### src/rtl/cpu_controller.sv
`timescale 1ns/1ps
// cpu_controller: instruction register, decoder and Moore control FSM for the
// simple 16-bit datapath (register file, A/B/C, shifter, ALU, status).
// Optional feature macro: CPU_CTRL_ILLEGAL_TRAP_EN -- when defined, an illegal
// instruction traps into HALT (illegal=1, w=0) until reset; when undefined an
// illegal instruction is a NOP and illegal is tied low.
module cpu_controller #(
  parameter int unsigned DATA_W = 16
) (
  input  logic              clk,
  input  logic              reset,
  input  logic [15:0]       in,
  input  logic              load,
  input  logic              s,
  output logic              w,
  output logic [DATA_W-1:0] datapath_in,
  output logic [DATA_W-1:0] sximm5,
  output logic              vsel,
  output logic              loada,
  output logic              loadb,
  output logic              loadc,
  output logic              loads,
  output logic              asel,
  output logic              bsel,
  output logic              write,
  output logic [2:0]        writenum,
  output logic [2:0]        readnum,
  output logic [1:0]        shift,
  output logic [1:0]        ALUop,
  output logic              illegal
);

  localparam int unsigned IR_W  = 16;
  localparam int unsigned IMM8  = 8;
  localparam int unsigned IMM5  = 5;

  typedef enum logic [2:0] {
    S_WAIT, S_DECODE, S_WRITE_IMM, S_GET_A,
    S_GET_B, S_COMPUTE, S_WRITE_REG, S_HALT
  } state_t;

  state_t          state, state_nx;
  logic [IR_W-1:0] ir, ir_nx;

  // Decode of the held instruction (used by DECODE/COMPUTE transitions)
  logic [2:0] opcode;
  logic [1:0] op;
  logic       is_mov_imm, is_mov_reg, is_alu, is_cmp, is_mvn;

  // Next-cycle output values, registered below
  logic       nx_w, nx_vsel, nx_loada, nx_loadb, nx_loadc, nx_loads;
  logic       nx_asel, nx_bsel, nx_write;
  logic [2:0] nx_writenum, nx_readnum;
  logic [1:0] nx_shift, nx_aluop;

  // Immediates are pure wiring off the instruction register
  assign datapath_in = {{(DATA_W-IMM8){ir[IMM8-1]}}, ir[IMM8-1:0]};
  assign sximm5      = {{(DATA_W-IMM5){ir[IMM5-1]}}, ir[IMM5-1:0]};

  // Instruction class decode from the current IR
  always_comb begin
    opcode     = ir[15:13];
    op         = ir[12:11];
    is_mov_imm = (opcode == 3'b110) && (op == 2'b10);
    is_mov_reg = (opcode == 3'b110) && (op == 2'b00);
    is_alu     = (opcode == 3'b101);
    is_cmp     = is_alu && (op == 2'b01);
    is_mvn     = is_alu && (op == 2'b11);
  end

  // Next IR, next state and the Moore outputs of the next state
  always_comb begin
    ir_nx = ir;
    if ((state == S_WAIT) && load) ir_nx = in;

    state_nx = state;
    case (state)
      S_WAIT:      if (s) state_nx = S_DECODE;
      S_DECODE: begin
        if (is_mov_imm)                state_nx = S_WRITE_IMM;
        else if (is_mov_reg || is_mvn) state_nx = S_GET_B;
        else if (is_alu)               state_nx = S_GET_A;
        else begin
`ifdef CPU_CTRL_ILLEGAL_TRAP_EN
          state_nx = S_HALT;
`else
          state_nx = S_WAIT;
`endif
        end
      end
      S_GET_A:     state_nx = S_GET_B;
      S_GET_B:     state_nx = S_COMPUTE;
      S_COMPUTE:   state_nx = is_cmp ? S_WAIT : S_WRITE_REG;
      S_WRITE_IMM: state_nx = S_WAIT;
      S_WRITE_REG: state_nx = S_WAIT;
      S_HALT: begin
`ifdef CPU_CTRL_ILLEGAL_TRAP_EN
        state_nx = S_HALT;
`else
        state_nx = S_WAIT;
`endif
      end
      default:     state_nx = S_WAIT;
    endcase

    nx_w        = 1'b0;
    nx_vsel     = 1'b0;
    nx_loada    = 1'b0;
    nx_loadb    = 1'b0;
    nx_loadc    = 1'b0;
    nx_loads    = 1'b0;
    nx_asel     = 1'b0;
    nx_bsel     = 1'b0;
    nx_write    = 1'b0;
    nx_readnum  = ir_nx[10:8];
    nx_writenum = ir_nx[10:8];
    nx_shift    = 2'b00;
    nx_aluop    = 2'b00;
    case (state_nx)
      S_WAIT:      nx_w = 1'b1;
      S_WRITE_IMM: begin
        nx_write    = 1'b1;
        nx_vsel     = 1'b1;
        nx_writenum = ir_nx[10:8];
      end
      S_GET_A: begin
        nx_loada   = 1'b1;
        nx_readnum = ir_nx[10:8];
      end
      S_GET_B: begin
        nx_loadb   = 1'b1;
        nx_readnum = ir_nx[2:0];
      end
      S_COMPUTE: begin
        nx_loadc = 1'b1;
        nx_shift = ir_nx[4:3];
        nx_bsel  = 1'b0;
        if (ir_nx[15:13] == 3'b101) nx_aluop = ir_nx[12:11];
        else                        nx_asel  = 1'b1;
        nx_loads = (ir_nx[15:13] == 3'b101) && (ir_nx[12:11] == 2'b01);
      end
      S_WRITE_REG: begin
        nx_write    = 1'b1;
        nx_vsel     = 1'b0;
        nx_writenum = ir_nx[7:5];
      end
      default: ;
    endcase
  end

  // State, IR and registered outputs; reset forces WAIT with all strobes low
  always_ff @(posedge clk or posedge reset) begin
    if (reset) begin
      state    <= S_WAIT;
      ir       <= '0;
      w        <= 1'b1;
      vsel     <= 1'b0;
      loada    <= 1'b0;
      loadb    <= 1'b0;
      loadc    <= 1'b0;
      loads    <= 1'b0;
      asel     <= 1'b0;
      bsel     <= 1'b0;
      write    <= 1'b0;
      writenum <= 3'd0;
      readnum  <= 3'd0;
      shift    <= 2'b00;
      ALUop    <= 2'b00;
    end else begin
      state    <= state_nx;
      ir       <= ir_nx;
      w        <= nx_w;
      vsel     <= nx_vsel;
      loada    <= nx_loada;
      loadb    <= nx_loadb;
      loadc    <= nx_loadc;
      loads    <= nx_loads;
      asel     <= nx_asel;
      bsel     <= nx_bsel;
      write    <= nx_write;
      writenum <= nx_writenum;
      readnum  <= nx_readnum;
      shift    <= nx_shift;
      ALUop    <= nx_aluop;
    end
  end

`ifdef CPU_CTRL_ILLEGAL_TRAP_EN
  // Sticky trap flag, high exactly while parked in HALT
  always_ff @(posedge clk or posedge reset) begin
    if (reset) illegal <= 1'b0;
    else       illegal <= (state_nx == S_HALT);
  end
`else
  assign illegal = 1'b0;
`endif

endmodule

### config.mk
export PLATFORM = sky130hd
export DESIGN_NAME = cpu_controller
export DESIGN_NICKNAME = d
export VERILOG_FILES = /design/src/rtl/cpu_controller.sv
export SDC_FILE = /design/constraint.sdc
export NUM_CORES = 1
export LEC_CHECK = 0
export BUFFER_PORTS_ARGS = -buffer_cell sky130_fd_sc_hd__buf_2
export CAP_MARGIN = 20
export CORE_MARGIN = 2
export CORE_UTILIZATION = 45
export CTS_BUF_LIST = sky130_fd_sc_hd__clkbuf_8
export CTS_CLUSTER_DIAMETER = 100
export CTS_CLUSTER_SIZE = 14
export DETAILED_ROUTE_END_ITERATION = 16
export GPL_TIMING_DRIVEN = 0
export PLACE_DENSITY_LB_ADDON = 0.25
export SLEW_MARGIN = 0
export SYNTH_ARGS = -nofsm -noshare
export SYNTH_HDL_FRONTEND = slang
export SYNTH_SLANG_ARGS = --single-unit
### constraint.sdc
create_clock -name clk -period 1.8 [get_ports clk]
set_clock_uncertainty 0.1 [all_clocks]
set_input_delay 0.18 -clock clk [delete_from_list [all_inputs] [get_ports clk]]
set_output_delay 0.18 -clock clk [all_outputs]
set_load 0.05 [all_outputs]
Word-level counts from Yosys, hierarchy flattened
Cells that the tools add are included.
Storage, ports and cells
  bits in registers: 37
  input port bits: 20
  output and inout bits: 52
  logic and storage cells: 66
Operators by class
  equal/unequal tests: 19
  muxes and demuxes: 21
  reductions and logical operators: 12
Operators with widths (count)
  $eq A3 B3 Y1 const B: 10
  $mux W3: 6
  $pmux W3 S6: 1
  $mux W16: 1
  $eq A3 B2 Y1 const B: 4
  $mux W1: 9
  $mux W2: 4
  $logic_and A1 B1 Y1: 6
  $logic_not A3 Y1: 2
  $eq A2 B1 Y1 const B: 2
  $eq A2 B2 Y1 const B: 2
  $eq A3 B1 Y1 const B: 1
  $reduce_or A3 Y1: 1
  $logic_not A2 Y1: 1
  $reduce_or A2 Y1: 1
  $logic_or A1 B1 Y1: 1

Logic depth before layout (Yosys ltp)
Gate-level depths: netlist of the first run.
  word-level depth: 9
  gate-level depth with buffers: 6

Least setup slack after synthesis of the first run
OpenSTA, ideal clock, no wires.
  path kind: register to register
  start: reg state[1]
  end: reg writenum[0]
  setup time: 125 ps
  arrival time: 1444 ps
  data required time: 1575 ps
  setup slack: 131 ps
  cell stages (with the launch flop): 5
  path buffers: 1
  clock period less this slack: 1669 ps
  cell sequence: dfrtp_1 > nor4b_2 > buf_6 > mux2_4 > mux2_2
On the way
  elaborated cells on any way between the ends: 15
RTL lines
  from (decl): RTL line 42  | state_t state, state_nx;
  from (signal assigned): RTL line 170  | state <= state_nx;
  $logic_not A3 Y1: RTL line 74  | if ((state == S_WAIT) && load) ir_nx = in;
  $logic_and A1 B1 Y1: RTL line 74
  $mux W16: RTL line 74
  net ir_nx[5]: RTL line 43  | logic [IR_W-1:0] ir, ir_nx;
  $mux W3: RTL line 119  | case (state_nx)
  net nx_writenum[0]: RTL line 53  | logic [2:0] nx_writenum, nx_readnum;
  to (signal assigned): RTL line 181  | writenum <= nx_writenum;
  to (decl): RTL line 26  | output logic [2:0] writenum,
The timed path passes the listed nets, and every way through them passes these cells.

Worst setup path after layout of the first run
  start: reg state[0]
  end: reg writenum[0]
Same word-level chain as after synthesis.

==> impl_metrics.ini, run 1 <==
[run_status]
status = completed

[die]
die_h_um = 66.44
core_area_sq_um = 3716
start_util_pct = 47.21
io_pins = 72
rows = 22
die_x_um = 66.44
dieArea_sq_um = 4414

[yosys]
synth_seq_area_share_pct = 52.85
yosysUniqueCellTypes = 34
synth_top_cell_by_area = dfrtp_1
synth_ff_type = dfrtp_1
synthArstFlopShare_pct = 100.0
yosysWarnings = 0
synth.avg_cell_area_sq_um = 12.35
synth_area_leaders = dfrtp_1 51%, buf_4 15%, mux2_4 7.7%
yosysTopAreaCellShare_pct = 51.36
netlist_instances = 142
synth_edf_count = 0
synthesis.area_sq_um = 1754
yosys_register_bits = 37

[global_route]
grt_max_degree = 26
grt_pass1_wl_um = 4871
grt_usage_pct = 15.38
antenna_found_initial = 0
grt_pass1_vias = 1060
grt.overflow.total = 0

[timing]
tns_ps = 0
hold_viol = 0
worst_pin_slew_ps = 545.9
slew-limit-headroom_pct = 63.56
setup_slack_ps = 57.59
min_period_ps = 1742
clock.fmax_ghz = 0.5739
rsz0062_at_grt = no
setup_viol = 0
fin_crit_sh_pct = 96.80
report.final.slew_viol_count = 0

[worst_setup_path]
required_ps = 1880
end_kind = flip-flop
critPathMaxFanout = 5
critPathLaunchType = flip-flop
critPathKind = flip-flop to flip-flop
critPathArrivalTime_ps = 1820

[final_layout]
stdcell_count = 276
num-fill-cells = 288
syn2layout_area_growth_pct = 36.95
insertedDiodeCount = 0
nNetsFinal = 247
final_util_pct = 64.65
drive_above_1_share_pct = 62.28

[route]
wl_per_cell_um = 11.47
drt_pre_antenna_iters = 4
via_per_inst = 4.449
vias = 1228
post-route-drc-count = 0
drt_iter0_markers = 28
ant_nets = 0
wl_um = 3166

[clock_network]
cts-root-buf = clkbuf_8
clock_path_buffers = 2
cts.htree.levels = 2
clock_latency_ps = 290
cts_tree = done
path_clk_slew_ps = 70
numCtsBuffers = 5
clock_sinks = 37

[hold_path]
hp-class = input pin to flip-flop

[placed_design]
io_buffer_count = 69
dp_cells = 261
dpl.hpwl_um = 2272
place_congestion = 0.7827
post-place-ws_ps = 23.32

[run]
cap_violations = 0
## cell usage after synthesis, types with 2 or more instances
master / number
dfrtp_1: 36
buf_4: 34
mux2_4: 9
nand2_1: 7
inv_1: 4
inv_2: 4
mux2_1: 4
nor2_1: 4
mux2_2: 3
mux2i_1: 3
nor3_1: 3
a21oi_1: 2
and3_1: 2
buf_6: 2
nand2b_1: 2
nand3b_1: 2
nor2b_1: 2
nor4b_2: 2
o21ai_1: 2
## worst max-delay path: stages (launching register included)
cell and delay, ps:
dfrtp_2 440, nor4b_4 320, buf_6 190, mux2_4 310
mux2_2 270
## flip-flops by register name, summed over array words and instances (netlist names)
name,cells
w,1
asel,1
writenum,3
loadb,1
state,3
readnum,3
loads,1
vsel,1
ALUop,2
loadc,1
loada,1
ir,16
write,1
shift,2
## final cells by class
type                    instances  area, sq um  area share (%)
plain buffers                  36        277.8           11.56
clock buffers                   5        68.82           2.865
clock inverters                 3        65.06           2.708
inverters                       8        30.03           1.250
multi-input cells              62        531.8           22.14
flip-flops and latches         37        929.6           38.70
well taps                      48        60.06           2.500
repair buffers                 77        439.2           18.28
## logic make-up after synthesis
family,share of synthesized area (%)
and+or+nand+nor,11.41
AOI/OAI and AO/OA,4.066
buffers and inverters,17.55
DFF,52.85
muxes,13.91
other,0.2138
## routing by layer
| layer | part of all wire (%) | wire (um) | global-route usage [%] | vias up |
|---|---|---|---|---|
| li1 | - | - | - | 606 |
| met3 | 6.2 | 197 | 4.770 | 9 |
| met1 | 41 | 1301 | 17.76 | 569 |
| met2 | 50 | 1590 | 24.88 | 44 |
| met5 | 0 | 0 | 0 | - |
| met4 | 2.4 | 76 | 9.184 | 0 |
## repair_timing
action                                  in CTS  in global routing
endpoints found under the hold margin       15                  0
setup buffers                                0                  2
hold buffers                                 4                  0
resized for setup                            0                  6
endpoints found under the setup margin       0                  6
## cell usage in the layout, fill, tap and decap left out, types with 3 or more instances in the layout
master / netlist / final
mux2_4: 9 / 9
dfrtp_1: 36 / 34
buf_2: 0 / 69
clkbuf_8: 0 / 5
dlygate4sd3_1: 0 / 4
nor2_1: 4 / 4
buf_4: 34 / 36
nor3_1: 3 / 3
nand2_1: 7 / 7
mux2_2: 3 / 3
mux2i_1: 3 / 3
inv_1: 4 / 4
inv_2: 4 / 4
mux2_1: 4 / 4
buf_6: 2 / 3
## metrics by stage
step / area (sq um) / hold WS [ps]
floorplan: 1758 / 202.5
global placement: 2163 / 286.9
detailed placement: 2191 / 148.9
CTS: 2365 / 3.030
global route: 2402 / 1.473
finish: 2402 / 11.65
## final timing paths
check,end,slack (ps),from,cells after the start
min in group asynchronous,ir[10],380,reset,3
max in group asynchronous,w,640,reset,4
hold / removal,ir[3],10,in[3],2
setup / recovery,writenum[0],60,state[0],4
hold reg to reg,ir[10],390,ir[10],2
setup reg to reg,writenum[0],60,state[0],4
Power of run 1 is not shown: default switching activity piles up to over one toggle a cycle in this logic, so the estimate is an artifact.
==> run 2: changes to the inputs <==
--- a/config.mk
+++ b/config.mk
@@ -13,7 +13,6 @@
 export CTS_CLUSTER_DIAMETER = 100
 export CTS_CLUSTER_SIZE = 14
 export DETAILED_ROUTE_END_ITERATION = 16
-export GPL_TIMING_DRIVEN = 0
 export PLACE_DENSITY_LB_ADDON = 0.25
 export SLEW_MARGIN = 0
 export SYNTH_ARGS = -nofsm -noshare
==> impl_metrics.ini, run 2 (same netlist as run 1, synthesis figures left out) <==
[run_status]
status = completed

[final_layout]
syn2layout_area_growth_pct = 19.83
nNetsFinal = 212
drive_above_1_share_pct = 56.48
final_util_pct = 56.57
insertedDiodeCount = 0
final_common_cell = buf_2
max_flop_register = ir
mostFrequentLayoutCells = 69 x buf_2, 36 x dfrtp_1, 9 x mux2_4
largest_reg_flops = 16

[timing]
fin_crit_sh_pct = 97.24
hold_viol = 0
report.final.slew_viol_count = 0
clock.fmax_ghz = 0.5713
tns_ps = 0
setup_viol = 0
rsz0062_at_grt = no
min_period_ps = 1750

[global_route]
grt.overflow.total = 0
grt_pass1_vias = 1090
antenna_found_initial = 0
grt_usage_pct = 15.60
grt_pass1_wl_um = 5016
grt_max_degree = 38

[clock_network]
clock_sinks = 37
numCtsBuffers = 5
clock_latency_ps = 280
cts.htree.levels = 2
clock_path_buffers = 2
cts_tree = done
cts-root-buf = clkbuf_8
path_clk_slew_ps = 70

[die]
rows = 22
core_area_sq_um = 3716
die_x_um = 66.44
start_util_pct = 47.21
io_pins = 72
die_h_um = 66.44
dieArea_sq_um = 4414

[placed_design]
place_congestion = 0.7926
dpl.hpwl_um = 2297
io_buffer_count = 69

[worst_setup_path]
critPathKind = flip-flop to flip-flop
critPathLaunchType = flip-flop
critPathArrivalTime_ps = 1820
critPathMaxFanout = 11
r2r_start = state[1]
crit_start = state[1]
required_ps = 1870
end_kind = flip-flop

[route]
vias = 1116
wl_per_cell_um = 12.96
drt_iter0_markers = 45
post-route-drc-count = 0
via_per_inst = 4.631
wl_um = 3124
drt_pre_antenna_iters = 2
ant_nets = 0

[hold_path]
hp-class = input pin to flip-flop
hold_start = in[11]

[run]
cap_violations = 0
## run 2: cell types whose count changed in the layout (fill, tap and decap cells not counted), moves of 2 or more
cell / change
dfrtp_2: -2
dfrtp_1: +2
dlygate4sd3_1: -3
buf_4: -28
buf_6: -3
## run 2: final timing paths
kind / to / slack (ps) / cells after the start
max: writenum[1] / 50 / 4
min: ir[11] / 10 / 3
max reg2reg: writenum[1] / 50 / 4
min reg2reg: ir[9] / 400 / 2
max in group asynchronous: w / 830 / 4
min in group asynchronous: asel / 440 / 4
## run 2: metal layers
layer / global-route usage (%) / routed length, um
met1: 18.31 / 1266
met2: 26.00 / 1606
met3: 5.963 / 206
met4: 5.357 / 45
met5: 0 / 0
## run 2: cell type report
| type | instances | area (sq um) |
|---|---|---|
| Fill cell | 338 | 1614 |
| Sequential cell | 37 | 927.1 |
| Multi-Input combinational cell | 62 | 553.0 |
| Timing Repair Buffer | 78 | 415.4 |
| Clock buffer | 6 | 82.58 |
| Tap cell | 48 | 60.06 |
| Clock inverter | 2 | 33.78 |
| Inverter | 8 | 30.03 |
## run 2: timing repair
item                                    CTS  global route
endpoints found under the setup margin    0             2
hold endpoints to repair                 36             0
hold buffers                              1             0
buffers inserted                          0             0
resized for setup                         0             3
## run 2: worst max-delay path: stages, from the launching register on
cell and delay (ps):
dfrtp_1 410, nor4b_4 300, buf_4 240, mux2_4 320, mux2_2 260
## run 2: stage by stage
stage / hold slack (ps) / worst slack (ps) / cells / cell area, sq um
2_1_floorplan: 202.5 / 131.4 / 143 / 1758
3_3_place_gp: 201.9 / 107.6 / 232 / 1954
3_5_place_dp: 214.5 / 63.65 / 232 / 1954
4_1_cts: 6.254 / 38.60 / 241 / 2081
5_1_grt: 13.01 / 0.7152 / 241 / 2102
6_report: 11.62 / 49.62 / 241 / 2102
Power of run 2 is left out for the same reason.
==> run 3: changes to the inputs <==
--- a/config.mk
+++ b/config.mk
@@ -8,7 +8,7 @@
 export BUFFER_PORTS_ARGS = -buffer_cell sky130_fd_sc_hd__buf_2
 export CAP_MARGIN = 20
 export CORE_MARGIN = 2
-export CORE_UTILIZATION = 45
+export CORE_UTILIZATION = 53
 export CTS_BUF_LIST = sky130_fd_sc_hd__clkbuf_8
 export CTS_CLUSTER_DIAMETER = 100
 export CTS_CLUSTER_SIZE = 14
==> constraint.sdc (replaced) <==
create_clock -name clk -period 2.17 [get_ports clk]
set_clock_uncertainty 0.1 [all_clocks]
set_input_delay 0.217 -clock clk [delete_from_list [all_inputs] [get_ports clk]]
set_output_delay 0.217 -clock clk [all_outputs]
set_load 0.05 [all_outputs]
==> impl_metrics.ini, run 3 (same netlist as run 1, synthesis figures left out) <==
[timing]
clock.fmax_ghz = 0.5439
tns_ps = 0
setup_viol = 0
timing.hold.ws_ps = 43.78
hold_viol = 0
report.final.slew_viol_count = 0
min_period_ps = 1838
fin_crit_sh_pct = 84.72
rsz0062_at_grt = no

[worst_setup_path]
ff2ff_path_depth = 4
critPathMaxFanout = 11
r2r_setup_slack_ps = 330
path_delay_family = multiplexers
required_ps = 2240
crit_cells = 4
critPathKind = flip-flop to flip-flop
cp-endpoint = writenum[2]
critPathSlowestCell = dfrtp_1
cp_num_buf_inv = 1
r2r_start = state[2]
crit_start = state[2]
r2r-end = writenum[2]
critPathLaunchType = flip-flop
cp_cell_sequence = nor4b_4, buf_4, mux2_4, mux2_2
end_kind = flip-flop
slowest_delay_ps = 490
critPathArrivalTime_ps = 1910

[final_layout]
insertedDiodeCount = 0
num-fill-cells = 271
largest_reg_flops = 16
final_common_cell = buf_2
max_flop_register = ir
mostFrequentLayoutCells = 69 x buf_2, 36 x dfrtp_1, 9 x mux2_4
drive_above_1_share_pct = 53.97
nNetsFinal = 208
syn2layout_area_growth_pct = 15.12

[hold_path]
hold_start = in[13]
hp-class = input pin to flip-flop

[clock_network]
path_clk_slew_ps = 70
clock_sinks = 37
cts.htree.levels = 2
cts-root-buf = clkbuf_8
numCtsBuffers = 5
clock_path_buffers = 2
clock_latency_ps = 280
cts_tree = done

[die]
core_area_sq_um = 3103
rows = 20
die_x_um = 61.53
io_pins = 72
dieArea_sq_um = 3786
die_h_um = 61.53
start_util_pct = 56.53

[global_route]
grt_max_degree = 16
grt.overflow.total = 0
antenna_found_initial = 0
grt_pass1_wl_um = 4905
grt_usage_pct = 18.49
grt_pass1_vias = 1057

[route]
drt_pre_antenna_iters = 4
wl_um = 3091
ant_nets = 0
via_per_inst = 4.725
wl_per_cell_um = 13.27
post-route-drc-count = 0
vias = 1101
drt_iter0_markers = 23

[placed_design]
place_congestion = 0.8240
dpl.hpwl_um = 2402
io_buffer_count = 69

[run_status]
status = completed

[run]
cap_violations = 0
==> run 3: worst min path at each step <==
stage                  end  depth (start not counted)
floorplan           ir[11]                          2
global placement     loadc                          2
detailed placement   loadc                          2
CTS                  ir[3]                          2
global route         ir[3]                          2
finish              ir[13]                          3
==> run 3: tightest hold or removal path, cell delays in order <==
cell	delay, ps
buf_2	70
nand2_1	40
o21ai_1	60
==> run 3: layout make-up <==
class	count	area, sq um	area share [%]
clock inverters	2	7.507	0.3717
well taps	44	55.05	2.726
flip-flops and latches	37	927.1	45.91
inverters	8	30.03	1.487
repair buffers	74	385.4	19.08
clock buffers	6	82.58	4.089
multi-input cells	62	531.8	26.33
==> run 3: routing by layer <==
| layer | GRT usage [%] | share of wire, % | vias to the layer above |
|---|---|---|---|
| li1 | - | - | 533 |
| met1 | 22.12 | 39 | 522 |
| met4 | 10.03 | 1.9 | 0 |
| met3 | 4.832 | 6.1 | 5 |
| met2 | 30.38 | 52 | 41 |
| met5 | 0 | 0 | - |
==> run 3: through the flow <==
step           std cells  setup WS, ps  instance area, sq um  utilization [%]
5_1_grt              233         213.5                  2019            65.08
3_3_place_gp         224         399.2                  1919            61.85
3_5_place_dp         224         338.8                  1919            61.85
2_1_floorplan        143         501.4                  1758                -
6_report             233         331.6                  2019            65.08
4_1_cts              233         328.9                  2019            65.08
==> run 3: what timing repair did <==
item	CTS	global route
endpoints found under the setup margin	0	0
resized for setup	0	0
hold buffers	1	0
setup buffers	0	0
hold endpoints to repair	10	0
Power of run 3 is left out for the same reason.
